`src/rtl/dmem_arbiter_if.sv`:
```
// Bundle of CPU, debug-port and memory-side signals around the data memory arbiter.
interface dmem_arbiter_if #(
  parameter int unsigned AW = 8,
  parameter int unsigned DW = 8
) ();
  logic          cpu_rd;
  logic          cpu_wr;
  logic [AW-1:0] cpu_addr;
  logic [DW-1:0] cpu_wdata;
  logic [DW-1:0] cpu_rdata;
  logic          cpu_ack;
  logic          cpu_stall;
  logic          dbg_req;
  logic          dbg_we;
  logic [AW-1:0] dbg_addr;
  logic [DW-1:0] dbg_wdata;
  logic          dbg_lock;
  logic [DW-1:0] dbg_rdata;
  logic          dbg_ack;
  logic [AW-1:0] mem_addr;
  logic [DW-1:0] mem_wdata;
  logic          mem_rd;
  logic          mem_wr;
  logic [DW-1:0] mem_rdata;
  logic          proto_err;

  modport slave (
    input  cpu_rd, cpu_wr, cpu_addr, cpu_wdata,
    input  dbg_req, dbg_we, dbg_addr, dbg_wdata, dbg_lock,
    input  mem_rdata,
    output cpu_rdata, cpu_ack, cpu_stall,
    output dbg_rdata, dbg_ack,
    output mem_addr, mem_wdata, mem_rd, mem_wr, proto_err
  );

  modport master (
    output cpu_rd, cpu_wr, cpu_addr, cpu_wdata,
    output dbg_req, dbg_we, dbg_addr, dbg_wdata, dbg_lock,
    output mem_rdata,
    input  cpu_rdata, cpu_ack, cpu_stall,
    input  dbg_rdata, dbg_ack,
    input  mem_addr, mem_wdata, mem_rd, mem_wr, proto_err
  );
endinterface

```
`src/rtl/dmem_arbiter.sv`:
```
// Serializes CPU and debug/loader accesses onto a single-port sync-read data memory.
module dmem_arbiter #(
  parameter int unsigned AW     = 8,
  parameter int unsigned DW     = 8,
  parameter int unsigned RD_LAT = 1,
  parameter int unsigned FIXED  = 0
) (
  input  logic          clk,
  input  logic          rst_n,
  dmem_arbiter_if.slave bus
);
  localparam int unsigned CW = 2;

  typedef enum logic [1:0] {IDLE, ISSUE, WAIT, DONE} state_t;

  state_t        state, state_nxt;
  logic [CW-1:0] cnt, cnt_nxt;
  logic          owner_cpu, owner_cpu_nxt;
  logic          last_cpu, last_cpu_nxt;
  logic [AW-1:0] mem_addr_nxt;
  logic [DW-1:0] mem_wdata_nxt;
  logic          mem_rd_nxt, mem_wr_nxt;
  logic          cpu_ack_nxt, dbg_ack_nxt;
  logic [DW-1:0] cpu_rdata_nxt, dbg_rdata_nxt;
  logic          proto_err_nxt;
  logic          cpu_req, any_req, grant_cpu, grant_we;

  // Lock only masks new CPU grants; an in-flight CPU access always finishes.
  assign cpu_req   = (bus.cpu_rd | bus.cpu_wr) & ~bus.dbg_lock;
  assign any_req   = cpu_req | bus.dbg_req;
  assign grant_cpu = cpu_req & (~bus.dbg_req | (FIXED != 0) | ~last_cpu);
  assign grant_we  = grant_cpu ? bus.cpu_wr : bus.dbg_we;

  assign bus.cpu_stall = (bus.cpu_rd | bus.cpu_wr) & ~bus.cpu_ack;

  always_ff @(posedge clk) begin
    if (!rst_n) state <= IDLE;
    else        state <= state_nxt;
  end

  always_comb begin
    state_nxt = state;
    case (state)
      IDLE:    if (any_req) state_nxt = ISSUE;
      ISSUE:   state_nxt = bus.mem_wr ? DONE : WAIT;
      WAIT:    if (cnt == '0) state_nxt = DONE;
      DONE:    state_nxt = IDLE;
      default: state_nxt = IDLE;
    endcase
  end

  // Next values for every registered output; strobes and acks are one-cycle pulses.
  always_comb begin
    cnt_nxt       = cnt;
    owner_cpu_nxt = owner_cpu;
    last_cpu_nxt  = last_cpu;
    mem_addr_nxt  = bus.mem_addr;
    mem_wdata_nxt = bus.mem_wdata;
    mem_rd_nxt    = 1'b0;
    mem_wr_nxt    = 1'b0;
    cpu_ack_nxt   = 1'b0;
    dbg_ack_nxt   = 1'b0;
    cpu_rdata_nxt = bus.cpu_rdata;
    dbg_rdata_nxt = bus.dbg_rdata;
    proto_err_nxt = bus.proto_err | (bus.cpu_rd & bus.cpu_wr);
    case (state)
      IDLE: begin
        if (any_req) begin
          owner_cpu_nxt = grant_cpu;
          last_cpu_nxt  = grant_cpu;
          mem_addr_nxt  = grant_cpu ? bus.cpu_addr  : bus.dbg_addr;
          mem_wdata_nxt = grant_cpu ? bus.cpu_wdata : bus.dbg_wdata;
          mem_wr_nxt    = grant_we;
          mem_rd_nxt    = ~grant_we;
        end
      end
      ISSUE: begin
        cnt_nxt = CW'(RD_LAT - 1);
        if (bus.mem_wr) begin
          cpu_ack_nxt = owner_cpu;
          dbg_ack_nxt = ~owner_cpu;
        end
      end
      WAIT: begin
        if (cnt == '0) begin
          cpu_ack_nxt = owner_cpu;
          dbg_ack_nxt = ~owner_cpu;
          if (owner_cpu) cpu_rdata_nxt = bus.mem_rdata;
          else           dbg_rdata_nxt = bus.mem_rdata;
        end else begin
          cnt_nxt = cnt - CW'(1);
        end
      end
      default: ;
    endcase
  end

  always_ff @(posedge clk) begin
    if (!rst_n) begin
      cnt           <= '0;
      owner_cpu     <= 1'b0;
      last_cpu      <= 1'b0;
      bus.mem_addr  <= '0;
      bus.mem_wdata <= '0;
      bus.mem_rd    <= 1'b0;
      bus.mem_wr    <= 1'b0;
      bus.cpu_ack   <= 1'b0;
      bus.dbg_ack   <= 1'b0;
      bus.cpu_rdata <= '0;
      bus.dbg_rdata <= '0;
      bus.proto_err <= 1'b0;
    end else begin
      cnt           <= cnt_nxt;
      owner_cpu     <= owner_cpu_nxt;
      last_cpu      <= last_cpu_nxt;
      bus.mem_addr  <= mem_addr_nxt;
      bus.mem_wdata <= mem_wdata_nxt;
      bus.mem_rd    <= mem_rd_nxt;
      bus.mem_wr    <= mem_wr_nxt;
      bus.cpu_ack   <= cpu_ack_nxt;
      bus.dbg_ack   <= dbg_ack_nxt;
      bus.cpu_rdata <= cpu_rdata_nxt;
      bus.dbg_rdata <= dbg_rdata_nxt;
      bus.proto_err <= proto_err_nxt;
    end
  end
endmodule

```
`src/flat_wrapper.sv`:
```
// flat-port wrapper written by rule: the top's interface ports become plain ports
module dmem_arbiter_flat 
#(
  parameter int unsigned AW     = 8,
  parameter int unsigned DW     = 8,
  parameter int unsigned RD_LAT = 1,
  parameter int unsigned FIXED  = 0
)
  (clk, rst_n, bus_cpu_rd, bus_cpu_wr, bus_cpu_addr, bus_cpu_wdata, bus_dbg_req, bus_dbg_we, bus_dbg_addr, bus_dbg_wdata, bus_dbg_lock, bus_mem_rdata, bus_cpu_rdata, bus_cpu_ack, bus_cpu_stall, bus_dbg_rdata, bus_dbg_ack, bus_mem_addr, bus_mem_wdata, bus_mem_rd, bus_mem_wr, bus_proto_err);
  dmem_arbiter_if #(.AW(AW), .DW(DW)) bus_i ();
  input  logic clk;
  input  logic rst_n;
  input wire logic [$bits(bus_i.cpu_rd)-1:0] bus_cpu_rd;
  input wire logic [$bits(bus_i.cpu_wr)-1:0] bus_cpu_wr;
  input wire logic [$bits(bus_i.cpu_addr)-1:0] bus_cpu_addr;
  input wire logic [$bits(bus_i.cpu_wdata)-1:0] bus_cpu_wdata;
  input wire logic [$bits(bus_i.dbg_req)-1:0] bus_dbg_req;
  input wire logic [$bits(bus_i.dbg_we)-1:0] bus_dbg_we;
  input wire logic [$bits(bus_i.dbg_addr)-1:0] bus_dbg_addr;
  input wire logic [$bits(bus_i.dbg_wdata)-1:0] bus_dbg_wdata;
  input wire logic [$bits(bus_i.dbg_lock)-1:0] bus_dbg_lock;
  input wire logic [$bits(bus_i.mem_rdata)-1:0] bus_mem_rdata;
  output wire logic [$bits(bus_i.cpu_rdata)-1:0] bus_cpu_rdata;
  output wire logic [$bits(bus_i.cpu_ack)-1:0] bus_cpu_ack;
  output wire logic [$bits(bus_i.cpu_stall)-1:0] bus_cpu_stall;
  output wire logic [$bits(bus_i.dbg_rdata)-1:0] bus_dbg_rdata;
  output wire logic [$bits(bus_i.dbg_ack)-1:0] bus_dbg_ack;
  output wire logic [$bits(bus_i.mem_addr)-1:0] bus_mem_addr;
  output wire logic [$bits(bus_i.mem_wdata)-1:0] bus_mem_wdata;
  output wire logic [$bits(bus_i.mem_rd)-1:0] bus_mem_rd;
  output wire logic [$bits(bus_i.mem_wr)-1:0] bus_mem_wr;
  output wire logic [$bits(bus_i.proto_err)-1:0] bus_proto_err;
  assign bus_i.cpu_rd = bus_cpu_rd;
  assign bus_i.cpu_wr = bus_cpu_wr;
  assign bus_i.cpu_addr = bus_cpu_addr;
  assign bus_i.cpu_wdata = bus_cpu_wdata;
  assign bus_i.dbg_req = bus_dbg_req;
  assign bus_i.dbg_we = bus_dbg_we;
  assign bus_i.dbg_addr = bus_dbg_addr;
  assign bus_i.dbg_wdata = bus_dbg_wdata;
  assign bus_i.dbg_lock = bus_dbg_lock;
  assign bus_i.mem_rdata = bus_mem_rdata;
  assign bus_cpu_rdata = bus_i.cpu_rdata;
  assign bus_cpu_ack = bus_i.cpu_ack;
  assign bus_cpu_stall = bus_i.cpu_stall;
  assign bus_dbg_rdata = bus_i.dbg_rdata;
  assign bus_dbg_ack = bus_i.dbg_ack;
  assign bus_mem_addr = bus_i.mem_addr;
  assign bus_mem_wdata = bus_i.mem_wdata;
  assign bus_mem_rd = bus_i.mem_rd;
  assign bus_mem_wr = bus_i.mem_wr;
  assign bus_proto_err = bus_i.proto_err;
  dmem_arbiter #(.AW(AW), .DW(DW), .RD_LAT(RD_LAT), .FIXED(FIXED)) u_core (.clk(clk), .rst_n(rst_n), .bus(bus_i));
endmodule
```
`config.mk`:
```
export PLATFORM = sky130hd
export DESIGN_NAME = dmem_arbiter_flat
export DESIGN_NICKNAME = d
export VERILOG_FILES = /design/src/rtl/dmem_arbiter_if.sv /design/src/rtl/dmem_arbiter.sv /design/src/flat_wrapper.sv
export SDC_FILE = /design/constraint.sdc
export NUM_CORES = 1
export LEC_CHECK = 0
export CORE_MARGIN = 8
export CORE_UTILIZATION = 40
export DETAILED_ROUTE_END_ITERATION = 12
export PLACE_DENSITY = 0.88
export SLEW_MARGIN = 10
export SYNTH_ARGS = -nofsm -noshare
export SYNTH_HDL_FRONTEND = slang
export SYNTH_SLANG_ARGS = --single-unit
```
`constraint.sdc`:
```
create_clock -name clk -period 1.67 [get_ports clk]
set_input_delay 0.334 -clock clk [delete_from_list [all_inputs] [get_ports clk]]
set_output_delay 0.334 -clock clk [all_outputs]
set_load 0.05 [all_outputs]
```
Yosys cells after proc, flatten, opt, wreduce, memory -nomap -nowiden --
Cells that the tools add are included.
Cells by class: equality and inequality tests 6, mux-type cells 15, $add $sub $neg 1, bitwise gates (word level) 13, reduce and logical (&&, ||, !) cells 9
Operator list (count):
- 2-to-1 mux 8 bit | 2
- AND reduction 3 bit | 3
- case mux 2 bit (4 select lines) | 1
- 2-to-1 mux 1 bit | 6
- 2-to-1 mux 2 bit | 3
- AND reduction 2 bit | 3
- inverter 1 bit | 5
- bitwise AND 1 bit | 4
- equality test 2 bit (second input constant) | 2
- logical NOT 2 bit | 2
- != test 2 x 1 -> 1 bit (second input constant) | 2
- bitwise OR 1 bit | 4
- case mux 1 bit (2 select lines) | 2
- case mux 2 bit (2 select lines) | 1
- equality test 2 x 1 -> 1 bit (second input constant) | 1
- != test 2 bit (second input constant) | 1
- nonzero test 2 bit | 1
- subtractor 2 x 1 -> 2 bit (second input constant) | 1
Storage, ports and cells: output and inout port bits 38, register bits 42, logic and storage cells 56, bits of input ports 47

Longest topological paths before layout --
Gate-level depths: netlist of run 1.
depth after elaboration 5, depth in mapped cells 7, depth with buffers taken out 5

Least setup slack after synthesis of run 1 --
OpenSTA, ideal clock, no wires.
path kind input to output, from input port bus_cpu_wr, to output port bus_cpu_stall, data required time 1.336 ns, path buffers 2, arrival 1.397 ns, slack -0.061 ns, stages on the path 4, cell sequence or2_1 > buf_4 > buf_6 > nor2b_1
Between the ends: word-level cells in the longest chain between the ends 2
Ends and longest elaborated chain:
- start, declared | line flat_wrapper.sv:14 | input wire logic [$bits(bus_i.cpu_wr)-1:0] bus_cpu_wr;
- bitwise OR 1 bit | line dmem_arbiter.sv:34 | assign bus.cpu_stall = (bus.cpu_rd | bus.cpu_wr) & ~bus.cpu_ack;
- bitwise AND 1 bit | line dmem_arbiter.sv:34
- end, declared | line flat_wrapper.sv:25 | output wire logic [$bits(bus_i.cpu_stall)-1:0] bus_cpu_stall;
No other way between the ends.

Worst setup path in the final report of run 1 --
from register u_core.state[0], to register u_core.bus.mem_wdata[2]
Between the ends: word-level cells in the longest chain between the ends 2
Ends and longest elaborated chain:
- start, declared | line dmem_arbiter.sv:16 | state_t state, state_nxt;
- start signal, assigned | line dmem_arbiter.sv:38 | else state <= state_nxt;
- logical NOT 2 bit | line dmem_arbiter.sv:66 | case (state)
- AND reduction 2 bit (no line)
- end signal, assigned | line dmem_arbiter.sv:117 | bus.mem_wdata <= mem_wdata_nxt;
- end, declared | line dmem_arbiter_if.sv:33 | output mem_addr, mem_wdata, mem_rd, mem_wr, proto_err
No other way between the ends. A chain may end at the register's enable or synchronous reset.

==> results.cfg, run 1 <==
[outcome]
status = finished clean

[clock_network]
htree_levels = 2
path_clk_slew_ps = 80
cts_buffer_depth = 2
clkLatencyLatePin_ps = 290
cts_made_buffers = 5
cts_tree = yes
ctsRootBufferMaster = clkbuf_8
cts.sinks = 42

[synthesis]
ys_ff_latch = 42
synth_edf_count = 0
async_reset_ff_share_pct = 0
ys_types = 38
synth_area_um2 = 2000
postSynthAreaPerCell_um2 = 9.59
ys_warn_count = 0
synth_nets = 260
ys_seq_area_share_pct = 42.1
syn_inst = 208
ys.flop_type = dfxtp_1

[finish]
nNetsFinal = 357
n_antenna_cell = 0
synthToLayoutAreaGrowth_pct = 50.3
drive_above_1_share_pct = 25.6
fin_cells = 372
fin_area_um2 = 3000

[worst_setup_path]
critPathMaxFanout = 10
end_kind = flip-flop
critPathArrivalTime_ps = 1700
required_ps = 1860
crit_type = reg2reg
setup.worst_path.start_class = flip-flop

[pwr]
power.density_nw_per_um2 = 1440
peakVddDrop_v = 0.000584
p_leak_uw = 0.00132

[floorplan]
die_w_um = 86.6
die-area_um2 = 7510
initial_core_util_pct = 42.0
rows = 25
core_um2 = 4750
ioPinCount = 85
die_y_um = 86.6

[route]
via_per_inst = 5.37
antenna_left = 0
firstDrtPassIters = 4
drtIter0Drc = 160
drt_wl_total_mm = 6.06
vias = 1998
drc_errors = 0
avgRoutedWirePerCell_um = 16.3

[global_routing]
antenna_found_initial = 0
grt_pass1_wl_mm = 9.45
grt_pass1_vias = 1916
overflow = 0
grt_max_degree = 18
grtUsageTotal_pct = 15.6

[timing]
finalSetupViolCount = 0
fin_crit_ps = 1510
finalCritPeriodShare_pct = 90.5
finClkSkew_ps = 6.34
slew_headroom_pct = 78.1
hold_viol = 0
rsz0062_at_grt = no
slew_violations = 0
max_freq_mhz = 662
worst_pin_slew_ps = 328

[hold_path]
hold_class = in2reg

[place]
dp_cells = 364
io_buffers = 84
place.gp.congestion = 0.844
detailed_place.area_um2 = 2910
place_hpwl_mm = 4.64

[flow_run]
cap_violations = 0
[routing by layer]
metal	vias up	wire [um]	GRT usage (%)
li1	962	-	-
met4	0	67	4.85
met2	93	2900	25.1
met5	-	0	0
met1	937	2520	18.9
met3	6	575	5.29
[through the flow]
step | setup TNS [ps] | total power (uW) | hold slack, ps | utilization (%) | setup WS [ps]
after floorplan | 0 | 2960 | 447 | - | 136
after global placement | -585 | 3660 | 463 | 61.2 | -43.9
after detailed placement | -1420 | 3720 | 481 | 61.2 | -132
after CTS | 0 | 4330 | 471 | 62.8 | 9.37
after global routing | 0 | 4560 | 488 | 63.1 | 19.1
final | 0 | 4330 | 468 | 63.1 | 158
[where the power goes]
group | switching [uW] | total [uW] | internal (uW)
logic | 1430 | 2340 | 911
clock network | 326 | 614 | 288
registers | 148 | 1380 | 1230
total | 1900 | 4330 | 2430
[synth_stat cells (3+ instances only)]
cell       n  area share, %
a211oi_1  16            6.0
a21oi_1    3           0.75
a311oi_1  16            7.0
buf_2      6            1.5
buf_4      4            1.5
clkbuf_1   3           0.56
dfxtp_1   42             42
ha_1       5            3.1
inv_1      6            1.1
mux2i_1   19            9.5
nand2_1    5           0.94
nand3_1   17            4.3
nor2_1    18            3.4
nor2b_1    4            1.3
o21ai_1   17            4.3
[cell usage in the layout (no fill, tap or decap), types with 2 or more instances in the layout]
cell and count:
a211oi_1 16, a21oi_1 3, a311oi_1 16, and2_1 2
buf_12 4, buf_4 57, clkbuf_1 2, clkbuf_8 5
clkdlybuf4s50_1 44, dfxtp_1 41, ha_1 4, inv_1 6
mux2i_1 19, nand2_1 5, nand3_1 17, nor2_1 18
nor2b_1 2, nor2b_2 2, nor3_1 2, o21ai_1 17
[path summary, 6_finish.rpt]
| check | start | to | slack (ps) | cells after the start |
|---|---|---|---|---|
| setup / recovery | u_core.state[0] | u_core.bus.mem_wdata[2] | 160 | 6 |
| hold / removal | bus_cpu_rd | u_core.bus.proto_err | 470 | 4 |
| hold reg to reg | u_core.state[1] | u_core.state[1] | 490 | 2 |
| setup reg to reg | u_core.state[0] | u_core.bus.mem_wdata[2] | 160 | 6 |
[cell families (layout without fill, tap and decap cells)]
| logic type | count (synthesis) | in the layout | synth area share [%] |
|---|---|---|---|
| AO/OA/AOI/OAI | 62 | 62 | 23.3 |
| adder cells (fa/ha/maj) | 5 | 5 | 3.13 |
| buffers and inverters | 24 | 121 | 8.02 |
| flip-flops | 42 | 42 | 42.1 |
| multiplexers | 19 | 19 | 9.53 |
| AND/OR/NAND/NOR | 56 | 56 | 13.9 |
[final cells by class]
type	instances	area, um^2
timing repair buffer	107	970
multi-input combinational	142	1000
clock buffer	7	76.3
inverter	7	26.3
sequential	42	842
tap	67	83.8
fill	403	1750
[critical path: stages, from the launching register on]
cell and delay [ps]:
dfxtp_2 350, inv_1 100, ha_2 230, nor2b_2 180
buf_4 190, a211oi_1 90, a311oi_1 280
[timing repair]
item	CTS	global route
pin swaps	0	1
buffers inserted	0	1
resized for setup	1	4
endpoints found under the setup margin	1	18
hold buffers	0	0
[sequential cells by signal (all words and copies together), names as in the netlist]
signal and cells:
u_core.bus.cpu_ack 1, u_core.bus.cpu_rdata 8, u_core.bus.dbg_ack 1, u_core.bus.dbg_rdata 8, u_core.bus.mem_addr 8, u_core.bus.mem_rd 1
u_core.bus.mem_wdata 8, u_core.bus.mem_wr 1, u_core.bus.proto_err 1, u_core.cnt 2, u_core.last_cpu 1, u_core.state 2
Power figures use the tool's default switching activity.
==> inputs of run 2 (changes only) <==
--- a/config.mk
+++ b/config.mk
@@ -5,10 +5,9 @@
 export SDC_FILE = /design/constraint.sdc
 export NUM_CORES = 1
 export LEC_CHECK = 0
-export CORE_MARGIN = 8
-export CORE_UTILIZATION = 40
+export CORE_UTILIZATION = 35
 export DETAILED_ROUTE_END_ITERATION = 12
-export PLACE_DENSITY = 0.88
+export PLACE_DENSITY = 0.8
 export SLEW_MARGIN = 10
 export SYNTH_ARGS = -nofsm -noshare
 export SYNTH_HDL_FRONTEND = slang
==> results.cfg, run 2 (synthesis results as in run 1) <==
[outcome]
status = finished clean

[route]
firstDrtPassIters = 4
avgRoutedWirePerCell_um = 14.7
drt_wl_total_mm = 5.55
antenna_left = 0
vias = 1996
via_per_inst = 5.28
drtIter0Drc = 79
drc_errors = 0

[worst_setup_path]
crit_type = in2out
cpMaxStageDelayCell = dlygate4sd2_1
cp_num_buf_inv = 2
required_ps = 1340
setup.worst_path.start_class = input port
crit_chain = dlygate4sd2_1 -> or2_1 -> nor2b_2 -> buf_12
crit_family = buffers and inverters
ff2ff_setup_slack_ps = 170
r2r-end = u_core.state[1]
path_depth = 4
end_kind = output port
rr_startpoint = u_core.state[0]
critPathArrivalTime_ps = 1180
rr_worst_depth = 5
critPathMaxFanout = 4
cpPeakStageDelay_ps = 280

[finish]
multi_input_area_um2 = 1000
final_cell_mix = 58 x buf_4, 44 x clkdlybuf4s50_1, 41 x dfxtp_1
final_util_pct = 54.6
synthToLayoutAreaGrowth_pct = 50.5
nNetsFinal = 358
n_antenna_cell = 0
final_common_cell = buf_4
fill_cells = 500
seqCellArea_um2 = 842
fin_cells = 378
drive_above_1_share_pct = 26.5

[hold_path]
worstHoldStart = u_core.state[0]
hold_class = reg2reg
whs_endpoint = u_core.state[0]
min_path_cells = 2

[place]
io_buffers = 84
place_hpwl_mm = 4.12
dp_cells = 370
place.gp.congestion = 0.772
post-place-ws_ps = -202

[timing]
max_freq_mhz = 660
tns_ps = 0
slew_violations = 0
hold_viol = 0
worst_pin_slew_ps = 340
rsz0062_at_grt = no
fin_crit_ps = 1510
slew_headroom_pct = 77.2
finalSetupViolCount = 0
fin_ws_ps = 155
finalCritPeriodShare_pct = 90.7
finClkSkew_ps = 5.47

[clock_network]
clkLatencyLatePin_ps = 290
path_clk_slew_ps = 80
ctsRootBufferMaster = clkbuf_8
cts_tree = yes
cts_buffer_depth = 2
cts.sinks = 42
cts_made_buffers = 5
htree_levels = 2

[floorplan]
core_um2 = 5510
die_y_um = 77.5
ioPinCount = 85
die_w_um = 77.5
die-area_um2 = 6010
initial_core_util_pct = 36.2
rows = 27

[global_routing]
grt_pass1_wl_mm = 9.29
grt_pass1_vias = 1981
overflow = 0
grt_max_degree = 28
grtUsageTotal_pct = 19.3
antenna_found_initial = 0

[pwr]
power.density_nw_per_um2 = 1430
p_leak_uw = 0.00132
peakVddDrop_v = 0.000608

[flow_run]
cap_violations = 0
-- run 2: cell types whose count changed in the layout (fill, tap and decap cells not counted), sizes merged --
| cell | delta |
|---|---|
| dlygate4sd2 | +1 |
| dlymetal6s2s | -1 |
| clkinv | +2 |
| clkbuf | -2 |
| buf | +1 |
-- run 2: how the worst max path moves through the flow --
stage	from	end	slack [ps]
3_3_place_gp	bus_cpu_wr	bus_cpu_stall	-80
4_1_cts	u_core.state[0]	u_core.bus.mem_addr[5]	120
3_5_place_dp	bus_cpu_wr	u_core.bus.mem_addr[2]	-200
2_1_floorplan	u_core.state[0]	u_core.bus.mem_addr[6]	140
6_report	bus_cpu_rd	bus_cpu_stall	160
5_1_grt	u_core.state[0]	u_core.bus.mem_wdata[4]	40
-- run 2: per-stage QoR --
step	hold slack [ps]	total power [uW]	instance area [um^2]
final	485	4310	3000
after global routing	511	4580	3000
after CTS	490	4310	2990
after detailed placement	468	3690	2910
after global placement	461	3650	2910
after floorplan	447	2960	2000
-- run 2: final cells by class --
type,count,area share (%)
multi-input cells,142,33.4
repair buffers,108,32.1
flip-flops and latches,42,28.0
well taps,72,3.00
clock buffers,5,2.29
inverters,7,0.875
clock inverters,2,0.333
-- run 2: worst min-delay path: stages (launching register included) --
cell and delay [ps]:
dfxtp_2 340, nand2_1 50, mux2i_1 50
-- run 2: layer usage --
layer  vias up  track usage (%)  routed length, um
met1       939             25.7               2520
met2        81             30.9               2610
met4         0             5.47                 64
met3         6             4.47                350
li1        970                -                  -
met5         -                0                  0
-- run 2: report_power, final --
part | switching (uW) | leakage (uW) | internal (uW)
Sequential | 145 | 0.000344 | 1230
Combinational | 1400 | 0.000931 | 915
Clock | 333 | 0.0000438 | 281
-- run 2: timing repair --
| action | 4_1_cts | 5_1_grt |
|---|---|---|
| hold buffers | 0 | 0 |
| gates resized for setup | 2 | 4 |
| setup buffers | 1 | 0 |
| pin swaps | 1 | 0 |
| cloned | 0 | 0 |
| hold endpoints to repair | 0 | 0 |
| endpoints found under the setup margin | 1 | 14 |
==> inputs of run 3 (changes only) <==
--- a/config.mk
+++ b/config.mk
@@ -5,9 +5,11 @@
 export SDC_FILE = /design/constraint.sdc
 export NUM_CORES = 1
 export LEC_CHECK = 0
+export CORE_ASPECT_RATIO = 0.75
 export CORE_UTILIZATION = 35
 export DETAILED_ROUTE_END_ITERATION = 12
 export PLACE_DENSITY = 0.8
+export SETUP_SLACK_MARGIN = 0.15
 export SLEW_MARGIN = 10
 export SYNTH_ARGS = -nofsm -noshare
 export SYNTH_HDL_FRONTEND = slang
==> results.cfg, run 3 (synthesis results as in run 1) <==
[worst_setup_path]
crit_type = in2out
critPathMaxFanout = 4
end_kind = output port
required_ps = 1340
critPathArrivalTime_ps = 1140
setup.worst_path.start_class = input port

[finish]
nNetsFinal = 356
synthToLayoutAreaGrowth_pct = 52.4
fill_cells = 499
final_cell_mix = 55 x buf_4, 44 x clkdlybuf4s50_1, 40 x dfxtp_1
final_common_cell = buf_4
fin_cells = 380
drive_above_1_share_pct = 27.5
n_antenna_cell = 0

[place]
place_hpwl_mm = 4.16
io_buffers = 84
dp_cells = 372
place.gp.congestion = 0.778

[global_routing]
antenna_found_initial = 0
grt_pass1_wl_mm = 8.60
grt_max_degree = 23
grt_pass1_vias = 1859
grtUsageTotal_pct = 18.5
overflow = 0

[pwr]
peakVddDrop_v = 0.000526
combPwrFrac_pct = 53.9
p_seq_share_pct = 31.5
swShare_pct = 43.6
clockPowerShare_pct = 14.6
p_leak_uw = 0.00132
power.internal_uw = 2480
power_switching_uw = 1920
power.density_nw_per_um2 = 1450

[clock_network]
cts_buffer_depth = 2
clkLatencyLatePin_ps = 290
path_clk_slew_ps = 80
cts_made_buffers = 5
postCtsSetupBuffers = 0
cts_tree = yes
postCtsHoldBufs = 0
ctsRootBufferMaster = clkbuf_8
htree_levels = 2
cts.sinks = 42

[timing]
finalSetupViolCount = 0
max_freq_mhz = 678
finClkSkew_ps = 6.94
hold_viol = 0
rsz0062_at_grt = no
slew_violations = 0
finalCritPeriodShare_pct = 88.4
fin_crit_ps = 1480
slew_headroom_pct = 81.9
worst_pin_slew_ps = 271
hold_slack_ps = 482
tns_ps = 0

[route]
drc_errors = 0
drt_wl_total_mm = 5.53
vias = 1955
drtIter0Drc = 92
avgRoutedWirePerCell_um = 14.6
firstDrtPassIters = 4
antenna_left = 0
via_per_inst = 5.14

[floorplan]
rows = 23
die-area_um2 = 6010
ioPinCount = 85
initial_core_util_pct = 36.9
die_y_um = 67.4
core_um2 = 5410
die_w_um = 89.2

[hold_path]
hold_class = in2reg

[outcome]
status = finished clean

[flow_run]
cap_violations = 0
==> run 3: changes by cell type in the layout (fill, tap and decap cells not counted), sizes merged <==
| cell | before | now |
|---|---|---|
| buf | 62 | 60 |
| clkbuf | 5 | 6 |
| dlygate4sd2 | 2 | 1 |
| clkdlybuf4s15 | 0 | 1 |
==> run 3: critical path, cell delays in order <==
cell	delay, ps
dlygate4sd2_1	270
or2_4	260
nor2b_4	140
buf_12	140
==> run 3: per-layer routing <==
metal | vias to the layer above | global-route usage (%) | share of wire (%)
li1 | 960 | - | -
met1 | 924 | 25.2 | 47
met2 | 69 | 29.0 | 45
met3 | 2 | 5.38 | 6.9
met4 | 0 | 4.17 | 0.20
met5 | - | 0 | 0
==> run 3: path summary, 6_finish.rpt <==
path | startpoint | end | slack, ps | cells after the start
setup / recovery | bus_cpu_wr | bus_cpu_stall | 190 | 4
hold / removal | bus_cpu_rd | u_core.bus.proto_err | 480 | 3
setup reg to reg | u_core.state[1] | u_core.bus.mem_addr[5] | 260 | 6
hold reg to reg | u_core.state[1] | u_core.state[1] | 480 | 2
==> run 3: cell type report <==
cell class	count	area (um^2)	share of cell area (%)
clock buffers	6	72.6	2.39
clock inverters	2	13.8	0.452
inverters	7	26.3	0.864
multi-input cells	142	1030	33.8
flip-flops and latches	42	843	27.7
well taps	75	93.8	3.09
repair buffers	106	963	31.7
==> run 3: repair_timing <==
action                                  CTS  global route
pin swaps                                 0             3
endpoints found under the setup margin    7            38
endpoints found under the hold margin     0             0
resized for setup                         4             9
==> run 3: power groups by stage <==
stage | sequential, uW | clock, uW | combinational (uW)
after detailed placement | 1400 | 0 | 2310
final | 1390 | 641 | 2370
after floorplan | 2040 | 0 | 918
after global placement | 1390 | 0 | 2260
after global routing | 1410 | 710 | 2520
after CTS | 1380 | 665 | 2320
==> run 3: metrics by stage <==
step                total power, uW  worst slack, ps  instance area [um^2]  util [%]
CTS                            4370              126                  3010      55.7
finish                         4400              194                  3040      56.2
detailed placement             3710             -114                  2920      54.0
floorplan                      2960              176                  2000         -
global placement               3660            -87.0                  2920      54.0
global route                   4640              169                  3040      56.2
